==> src/rtl/cpu_interrupt_handler.sv <==
// ---------------------------------------------------------------------------
// cpu_interrupt_handler
// 6502-style interrupt sequencer for the NES CPU core. When the CPU raises
// start at an instruction boundary, this block takes the memory bus and runs
// one of the RESET, NMI, BRK or RTI sequences: stack pushes/pulls and vector
// fetches over a single 8-bit bus backed by synchronous RAM (read data arrives
// one cycle after the address). It then hands back the updated PC, P and SP.
//
// Ports
//   clk, rst            clock, synchronous active-high reset
//   cpu_addr            bus address (0 whenever the bus is not owned)
//   cpu_data_in         RAM read data, valid one cycle after cpu_addr
//   cpu_data_out        write data
//   write_en            write strobe, one cycle per byte
//   break_flag, is_rti  current instruction is BRK / RTI (sampled at start)
//   ppu_status          PPU status; rising edge of bit 7 requests NMI
//   soft_reset          active-low soft reset request (level, latched)
//   start               rising edge triggers one sequence
//   done                one-cycle pulse when the sequence completes
//   accessing_memory    high while the sequencer owns the bus
//   pc_in/status_in/stack_ptr_in     CPU state at the start edge
//   pc_out/status_out/stack_ptr_out  resulting CPU state, held until next run
// ---------------------------------------------------------------------------
module cpu_interrupt_handler #(
   parameter logic [15:0] NMI_VEC = 16'hFFFA,
   parameter logic [15:0] RST_VEC = 16'hFFFC,
   parameter logic [15:0] IRQ_VEC = 16'hFFFE
) (
   input  logic        clk,
   input  logic        rst,
   output logic [15:0] cpu_addr,
   input  logic [7:0]  cpu_data_in,
   output logic [7:0]  cpu_data_out,
   output logic        write_en,
   input  logic        break_flag,
   input  logic [7:0]  ppu_status,
   input  logic        soft_reset,
   input  logic        is_rti,
   input  logic        start,
   output logic        done,
   output logic        accessing_memory,
   input  logic [15:0] pc_in,
   input  logic [7:0]  status_in,
   input  logic [15:0] stack_ptr_in,
   output logic [15:0] pc_out,
   output logic [7:0]  status_out,
   output logic [15:0] stack_ptr_out
);

   typedef enum logic [3:0] {
      S_IDLE, S_PUSH_H, S_PUSH_L, S_PUSH_P, S_VEC_L, S_VEC_H, S_VEC_W,
      S_PULL_P_A, S_PULL_P_R, S_PULL_L_A, S_PULL_L_R, S_PULL_H_A, S_PULL_H_R,
      S_DONE
   } state_t;

   typedef enum logic [1:0] {SEQ_RESET, SEQ_BRK, SEQ_NMI} seq_t;

   state_t      state;
   seq_t        seq;
   logic [15:0] pc_w;
   logic [7:0]  p_w;
   logic [15:0] sp_w;
   logic [15:0] vec;
   logic        start_q;
   logic        ppu7_q;
   logic        nmi_pending;
   logic        reset_pending;

   // Status byte written to the stack: BRK sets B and bit 5, NMI sets bit 5
   // and clears B so the handler can tell the two apart.
   function automatic logic [7:0] pushed_p(input seq_t s, input logic [7:0] p);
      return (s == SEQ_BRK) ? (p | 8'h30) : ((p | 8'h20) & ~8'h10);
   endfunction

   // Every output is registered: each transition drives the bus values that
   // the destination state needs during its own cycle.
   // NOTE: all state here is updated with non-blocking assignments so every
   // branch reads the pre-edge values; later assignments in the block win.
   always_ff @(posedge clk) begin
      if (rst) begin
         state            <= S_IDLE;
         seq              <= SEQ_RESET;
         pc_w             <= '0;
         p_w              <= '0;
         sp_w             <= '0;
         vec              <= '0;
         start_q          <= 1'b0;
         ppu7_q           <= 1'b0;
         nmi_pending      <= 1'b0;
         reset_pending    <= 1'b1;
         cpu_addr         <= '0;
         cpu_data_out     <= '0;
         write_en         <= 1'b0;
         done             <= 1'b0;
         accessing_memory <= 1'b0;
         pc_out           <= '0;
         status_out       <= '0;
         stack_ptr_out    <= '0;
      end else begin
         start_q          <= start;
         ppu7_q           <= ppu_status[7];
         cpu_addr         <= '0;
         cpu_data_out     <= '0;
         write_en         <= 1'b0;
         done             <= 1'b0;
         accessing_memory <= 1'b1;

         case (state)
            S_IDLE: begin
               accessing_memory <= 1'b0;
               if (start && !start_q) begin
                  pc_w <= pc_in;
                  p_w  <= status_in;
                  sp_w <= stack_ptr_in;
                  if (reset_pending) begin
                     // Reset swallows any other request, including a latched NMI.
                     seq              <= SEQ_RESET;
                     vec              <= RST_VEC;
                     nmi_pending      <= 1'b0;
                     sp_w             <= stack_ptr_in - 16'd3;
                     p_w              <= status_in | 8'h04;
                     cpu_addr         <= RST_VEC;
                     accessing_memory <= 1'b1;
                     state            <= S_VEC_L;
                  end else if (is_rti) begin
                     sp_w             <= stack_ptr_in + 16'd1;
                     cpu_addr         <= stack_ptr_in + 16'd1;
                     accessing_memory <= 1'b1;
                     state            <= S_PULL_P_A;
                  end else if (break_flag || nmi_pending) begin
                     seq              <= break_flag ? SEQ_BRK : SEQ_NMI;
                     vec              <= break_flag ? IRQ_VEC : NMI_VEC;
                     cpu_addr         <= stack_ptr_in;
                     cpu_data_out     <= pc_in[15:8];
                     write_en         <= 1'b1;
                     accessing_memory <= 1'b1;
                     state            <= S_PUSH_H;
                  end else begin
                     pc_out        <= pc_in;
                     status_out    <= status_in;
                     stack_ptr_out <= stack_ptr_in;
                     done          <= 1'b1;
                     state         <= S_DONE;
                  end
               end
            end

            S_PUSH_H: begin
               sp_w         <= sp_w - 16'd1;
               cpu_addr     <= sp_w - 16'd1;
               cpu_data_out <= pc_w[7:0];
               write_en     <= 1'b1;
               state        <= S_PUSH_L;
            end

            S_PUSH_L: begin
               sp_w         <= sp_w - 16'd1;
               cpu_addr     <= sp_w - 16'd1;
               cpu_data_out <= pushed_p(seq, p_w);
               write_en     <= 1'b1;
               state        <= S_PUSH_P;
            end

            S_PUSH_P: begin
               sp_w     <= sp_w - 16'd1;
               cpu_addr <= vec;
               state    <= S_VEC_L;
            end

            S_VEC_L: begin
               cpu_addr <= vec + 16'd1;
               state    <= S_VEC_H;
            end

            S_VEC_H: begin
               pc_w[7:0] <= cpu_data_in;
               state     <= S_VEC_W;
            end

            S_VEC_W: begin
               if (seq == SEQ_RESET) reset_pending <= 1'b0;
               if (seq == SEQ_NMI)   nmi_pending   <= 1'b0;
               if (seq == SEQ_BRK && nmi_pending) begin
                  // Chain the NMI on top of the freshly vectored BRK state.
                  pc_w         <= {cpu_data_in, pc_w[7:0]};
                  p_w          <= p_w | 8'h04;
                  seq          <= SEQ_NMI;
                  vec          <= NMI_VEC;
                  cpu_addr     <= sp_w;
                  cpu_data_out <= cpu_data_in;
                  write_en     <= 1'b1;
                  state        <= S_PUSH_H;
               end else begin
                  pc_out           <= {cpu_data_in, pc_w[7:0]};
                  status_out       <= p_w | 8'h04;
                  stack_ptr_out    <= sp_w;
                  done             <= 1'b1;
                  accessing_memory <= 1'b0;
                  state            <= S_DONE;
               end
            end

            // Each pull: address phase (sp already incremented), then read phase.
            S_PULL_P_A: state <= S_PULL_P_R;

            S_PULL_P_R: begin
               p_w      <= (cpu_data_in & ~8'h10) | 8'h20;
               sp_w     <= sp_w + 16'd1;
               cpu_addr <= sp_w + 16'd1;
               state    <= S_PULL_L_A;
            end

            S_PULL_L_A: state <= S_PULL_L_R;

            S_PULL_L_R: begin
               pc_w[7:0] <= cpu_data_in;
               sp_w      <= sp_w + 16'd1;
               cpu_addr  <= sp_w + 16'd1;
               state     <= S_PULL_H_A;
            end

            S_PULL_H_A: state <= S_PULL_H_R;

            S_PULL_H_R: begin
               if (nmi_pending) begin
                  pc_w         <= {cpu_data_in, pc_w[7:0]};
                  seq          <= SEQ_NMI;
                  vec          <= NMI_VEC;
                  cpu_addr     <= sp_w;
                  cpu_data_out <= cpu_data_in;
                  write_en     <= 1'b1;
                  state        <= S_PUSH_H;
               end else begin
                  pc_out           <= {cpu_data_in, pc_w[7:0]};
                  status_out       <= p_w;
                  stack_ptr_out    <= sp_w;
                  done             <= 1'b1;
                  accessing_memory <= 1'b0;
                  state            <= S_DONE;
               end
            end

            S_DONE: begin
               accessing_memory <= 1'b0;
               state            <= S_IDLE;
            end

            default: begin
               accessing_memory <= 1'b0;
               state            <= S_IDLE;
            end
         endcase

         // Request latches come last so a new request in the same cycle as a
         // service-clear is kept rather than lost.
         if (!soft_reset)                 reset_pending <= 1'b1;
         if (ppu_status[7] && !ppu7_q)    nmi_pending   <= 1'b1;
      end
   end

endmodule

==> config.mk <==
export PLATFORM = sky130hd
export DESIGN_NAME = cpu_interrupt_handler
export DESIGN_NICKNAME = d
export VERILOG_FILES = /design/src/rtl/cpu_interrupt_handler.sv
export SDC_FILE = /design/constraint.sdc
export NUM_CORES = 1
export LEC_CHECK = 0
export CORE_UTILIZATION = 45
export DETAILED_ROUTE_END_ITERATION = 12
export PLACE_DENSITY = 0.7
export SYNTH_ARGS = -nofsm -noshare
export SYNTH_HDL_FRONTEND = slang
export SYNTH_SLANG_ARGS = --single-unit
export TNS_END_PERCENT = 10
==> constraint.sdc <==
create_clock -name clk -period 2.9 [get_ports clk]
set_clock_uncertainty 0.2 [all_clocks]
set_input_delay 0.29 -clock clk [delete_from_list [all_inputs] [get_ports clk]]
set_output_delay 0.29 -clock clk [all_outputs]
set_load 0.02 [all_outputs]
==> impl_metrics.env <==
export IMPL_r2r_end="cpu_addr[12]"
export IMPL_vias=7409
export IMPL_hp_start="soft_reset"
export IMPL_drtIter0Drc=930
export IMPL_tightest_slew_ns=0.722
export IMPL_final_util_pct=59.0
export IMPL_nNetsFinal=1087
export IMPL_fin_crit_ns=2.70
export IMPL_clkLatencyLatePin_ns=0.37
export IMPL_antenna_found_initial=0
export IMPL_routed_wl_um=23000
export IMPL_first_pass_iters=5
export IMPL_dp_cells=1199
export IMPL_yosys_warnings=0
export IMPL_reg2reg_from="sp_w[0]"
export IMPL_netlist_area_mm2=0.00701
export IMPL_clockRootBuffer="clkbuf_16"
export IMPL_setup_tns_final_ns=0
export IMPL_status="completed"
export IMPL_postCtsSetupRepairBufs=0
export IMPL_boundaryPins=129
export IMPL_hpwl_um=16800
export IMPL_rrSetupSlack_ns=0.20
export IMPL_area_delta_synth_final_pct=28.0
export IMPL_cp_arrival_ns=2.73
export IMPL_synth_seq_cells=112
export IMPL_synth_area_top_cells="dfxtp_1, nor2_1, mux2i_1, a211oi_1, a21oi_1"
export IMPL_yosysSeqAreaShare_pct=32.0
export IMPL_syn_inst=909
export IMPL_start_util_pct=46.1
export IMPL_drc=0
export IMPL_grt_start_max_net_pins=82
export IMPL_core_area_mm2=0.0152
export IMPL_leakage_nw=3.40
export IMPL_cp_top_family="simple AND/OR/NAND/NOR gates"
export IMPL_rows=45
export IMPL_synth_edf_count=0
export IMPL_yosys_most_used_dff="dfxtp_1"
export IMPL_path_class="flop to flop"
export IMPL_grt_pass1_vias=6357
export IMPL_syn_avg_cell_area_um2=7.71
export IMPL_fmax_ghz=0.370
export IMPL_cap_violations=0
export IMPL_critPathMaxStageDelay_ns=0.54
export IMPL_via_per_inst=6.10
export IMPL_cts_made_buffers=9
export IMPL_grt_busiest_layer="met1"
export IMPL_post_cts_resized=0
export IMPL_instances_no_fill=1215
export IMPL_crit_top_cell="nand2_1"
export IMPL_ant_nets=0
export IMPL_rsz0062_at_grt="false"
export IMPL_yosysUniqueCellTypes=71
export IMPL_critical_path_max_fanout=11
export IMPL_setup_viol=0
export IMPL_fillers=1399
export IMPL_cp_required_ns=2.93
export IMPL_die_height_um=127
export IMPL_use_met2_pct=39.7
export IMPL_holdPathStages=2
export IMPL_grt_overflow=0
export IMPL_cts_path_max_buffers=2
export IMPL_numPortBuffers=121
export IMPL_grtUsageMet3_pct=6.58
export IMPL_cp_start_kind="flop"
export IMPL_cts_sinks=112
export IMPL_min_to="reset_pending"
export IMPL_p_per_area_mw_per_mm2=505
export IMPL_async_flop_share_pct=0
export IMPL_drive_above_1_share_pct=11.2
export IMPL_path_cells="inv_1, ha_1, nor4b_2, nand3_1, nand2_1, nand2_1, a2111oi_1, buf_4, a21oi_1"
export IMPL_vdd_ir_drop_max_uv=345
export IMPL_r2r_cells=9
export IMPL_total_power_mw=4.53
export IMPL_ctsHoldBuffers=0
export IMPL_clkSlewWorstSetupHoldPaths_ns=0.09
export IMPL_die_area_mm2=0.0161
export IMPL_synth_top_area_share_pct=32.0
export IMPL_cpMaxStageDelayCell="a2111oi_1"
export IMPL_cp_num_buf_inv=2
export IMPL_syn_num_nets=974
export IMPL_final_max_slew_viol_count=0
export IMPL_antenna_cells=0
export IMPL_gr_usage_met1_pct=42.4
export IMPL_fin_crit_sh_pct=93.2
export IMPL_hold_violations=0
export IMPL_synth_top_cell_by_area="dfxtp_1"
export IMPL_routabilityCongestion=0.954
export IMPL_slew_headroom_pct=51.9
export IMPL_end_kind="flop"
export IMPL_die_w_um=127
export IMPL_cts_tree="done"
export IMPL_wire_per_inst_um=19.0
export IMPL_gr_usage_all_layers_pct=28.0
export IMPL_htreeDepth=3
export IMPL_hold_class="input port to flop"
export IMPL_grt_pass1_wl_um=35300
-- metrics by stage --
| step | hold WS [ns] | instance area, um^2 | worst slack [ns] |
|---|---|---|---|
| final | 0.212 | 8980 | 0.197 |
| after global routing | 0.246 | 8980 | 0.00556 |
| after CTS | 0.216 | 8970 | 0.0960 |
| after detailed placement | 0.213 | 8670 | 0.138 |
| after global placement | 0.203 | 8670 | 0.108 |
| after floorplan | 0.174 | 7010 | 0.594 |
-- how the worst max path moves through the flow --
stage                        from           end  slack (ns)  cells after the start
after global routing      sp_w[0]  cpu_addr[12]       0.006                      9
final                     sp_w[0]  cpu_addr[12]        0.20                      9
after detailed placement  sp_w[0]  cpu_addr[12]        0.14                      9
after global placement    sp_w[0]  cpu_addr[12]        0.11                      9
after floorplan           sp_w[0]      sp_w[14]        0.59                      9
after CTS                 sp_w[0]  cpu_addr[12]         0.1                      9
-- Yosys cell counts, types with 15 or more instances --
| master | instances |
|---|---|
| nor2_1 | 118 |
| dfxtp_1 | 112 |
| nand2_1 | 71 |
| a21oi_1 | 62 |
| clkbuf_1 | 56 |
| a211oi_1 | 49 |
| mux2i_1 | 43 |
| o21ai_0 | 39 |
| nor3_1 | 31 |
| buf_2 | 28 |
| nand3_1 | 24 |
| xor2_1 | 22 |
| xnor2_1 | 16 |
| o22ai_1 | 15 |
-- per-layer routing --
layer	vias to the layer above	part of all wire, %
met2	357	41
met5	-	0
li1	3590	-
met4	0	1.6
met1	3432	46
met3	30	11
-- flip-flops by register name, summed over array words and instances, names as in the netlist --
register and count:
sp_w 16, ppu7_q 1, start_q 1, cpu_data_out 8, pc_out 16, nmi_pending 1, done 1, state 4
pc_w 8, seq 2, accessing_memory 1, write_en 1, p_w 8, cpu_addr 16, reset_pending 1, vec 3
status_out 8, stack_ptr_out 16
-- cell usage in the layout, fill, tap and decap left out, types with 13 or more instances in the layout --
master,n
a31oi_1,13
buf_4,71
xor2_1,22
clkdlybuf4s50_1,120
a211oi_1,49
nor2_1,118
o21ai_0,38
o22ai_1,15
a21oi_1,62
nor3_1,31
nand3_1,24
dfxtp_1,112
nand2_1,71
xnor2_1,16
mux2i_1,43
-- logic make-up after synthesis --
kind of cell | synth area share, %
mux | 6.14
buf+inv | 6.50
flops | 32.0
simple gates | 22.7
fa+ha+maj | 0.535
xor+xnor | 4.75
compound gates | 27.4
-- layout make-up --
class | count | area, um^2 | area share [%]
multi-input combinational | 691 | 4330 | 48.3
sequential | 112 | 2240 | 25.0
timing repair buffer | 196 | 1820 | 20.3
clock buffer | 10 | 239 | 2.66
tap | 188 | 235 | 2.62
clock inverter | 6 | 61.3 | 0.683
inverter | 12 | 45.0 | 0.502
-- power breakdown --
group	internal (mW)	switching [mW]
clock	0.628	0.649
sequential	1.67	0.184
combinational	0.615	0.785
total	2.91	1.62
(Power assumes the default switching activity.)
==> edit (config.mk and constraints unchanged) <==
Make the reset (`rst`) asynchronous in one clocked block. Comments in the files are not updated.
--- a/src/rtl/cpu_interrupt_handler.sv
+++ b/src/rtl/cpu_interrupt_handler.sv
@@ -76,7 +76,7 @@
    // the destination state needs during its own cycle.
    // NOTE: all state here is updated with non-blocking assignments so every
    // branch reads the pre-edge values; later assignments in the block win.
-   always_ff @(posedge clk) begin
+   always_ff @(posedge clk or posedge rst) begin
       if (rst) begin
          state            <= S_IDLE;
          seq              <= SEQ_RESET;
Function: differs if rst is asserted again (counterexample within 4 cycles, from zero or initial values and one cycle with rst high); with rst held inactive, the same outputs for 4 cycles.
==> edit against the original RTL <==
First-iteration DRC count is 24% lower; sequential cell count did not move; worst setup slack got worse by 0.16 ns; fmax shrank 5.6%; synthesized area rose by 1.1%; design area grew 2.9%; critical path depth shrank 1; via count is 2.0% lower; routed wire length rose by 3.9%; critical path type unchanged.
Power is not compared: it rests on default switching activity, and its combinational part moved more than twofold at a synthesized area within 25%.
==> edit: results (changes against the original RTL) <==
stage,metric,value,unit,change
run_status,outcome,finished clean,,
cells_and_area,layout.clock_buffers,11,,+1
setup_path,setup.reg_to_reg.worst_slack,0.04,ns,-0.16 ns
routing,route.met2.wl,11.34,mm,+19%
setup_path,r2r-end,sp_w[14]$_DFFE_PP0P_,,
worst_hold_path,worstHoldPathType,in2async,,
setup_path,critical_path.endpoint,sp_w[14]$_DFFE_PP0P_,,
cells_and_area,num-nets-final,1051,,-3.3%
setup_path,crit_path_max_incr_delay,0.68,ns,+0.14 ns
logic_synthesis,synth.area.top_cells,"sky130_fd_sc_hd__dfrtp_1 (39%), sky130_fd_sc_hd__mux2i_1 (5.5%), sky130_fd_sc_hd__nor2_1 (5.4%), sky130_fd_sc_hd__a21oi_1 (4.9%), sky130_fd_sc_hd__o21ai_0 (4.4%)",,
cells_and_area,area.share.sequential,0.3038,,+0.05404
cells_and_area,comb.multi_input.count,640,,-7.4%
logic_synthesis,syn_nets,909,,-6.7%
setup_path,cpMaxStageDelayCell,sky130_fd_sc_hd__or4b_2,,
setup_path,critPathArrivalTime,2.94,ns,+0.21 ns
global_route,first_global_vias,6775,,+6.6%
cells_and_area,fin_util,0.6029,,+0.01241
timing,period_minus_slack,2.864,ns,+0.1610 ns
global_route,grt_use_met1,0.3774,,-0.04640
global_route,grt_usage,0.2997,,+0.01927
cells_and_area,buffers_excl_clock,208,,+6.1%
routing,met3_wirelength,2.063,mm,-15%
cells_and_area,drive_above_1_share,0.1231,,+0.01113
setup_path,maximum_fanout_along_the_worst_path,10,,-1
setup_path,r2r_start,sp_w[1]$_DFFE_PP0P_,,
logic_synthesis,netlist_instances,844,,-7.2%
edit: cell count changes in the layout (fill, tap and decap cells not counted), moves of 11 or more:
| cell | before | now |
|---|---|---|
| sky130_fd_sc_hd__xor2_1 | 22 | 11 |
| sky130_fd_sc_hd__a211oi_1 | 49 | 8 |
| sky130_fd_sc_hd__o21ai_0 | 38 | 61 |
| sky130_fd_sc_hd__nor3_1 | 31 | 17 |
| sky130_fd_sc_hd__a22oi_1 | 7 | 18 |
| sky130_fd_sc_hd__dfxtp_1 | 112 | 0 |
| sky130_fd_sc_hd__buf_4 | 71 | 83 |
| sky130_fd_sc_hd__dfrtp_1 | 0 | 110 |
| sky130_fd_sc_hd__xnor2_1 | 16 | 32 |
| sky130_fd_sc_hd__nor2_1 | 118 | 101 |
edit: power by group:
part           total [W]  switching (W)  internal, W  leakage [nW]
clock network    0.00120       0.000609     0.000592         0.131
registers        0.00284       0.000554      0.00229          1.33
logic            0.00575        0.00329      0.00246          2.43
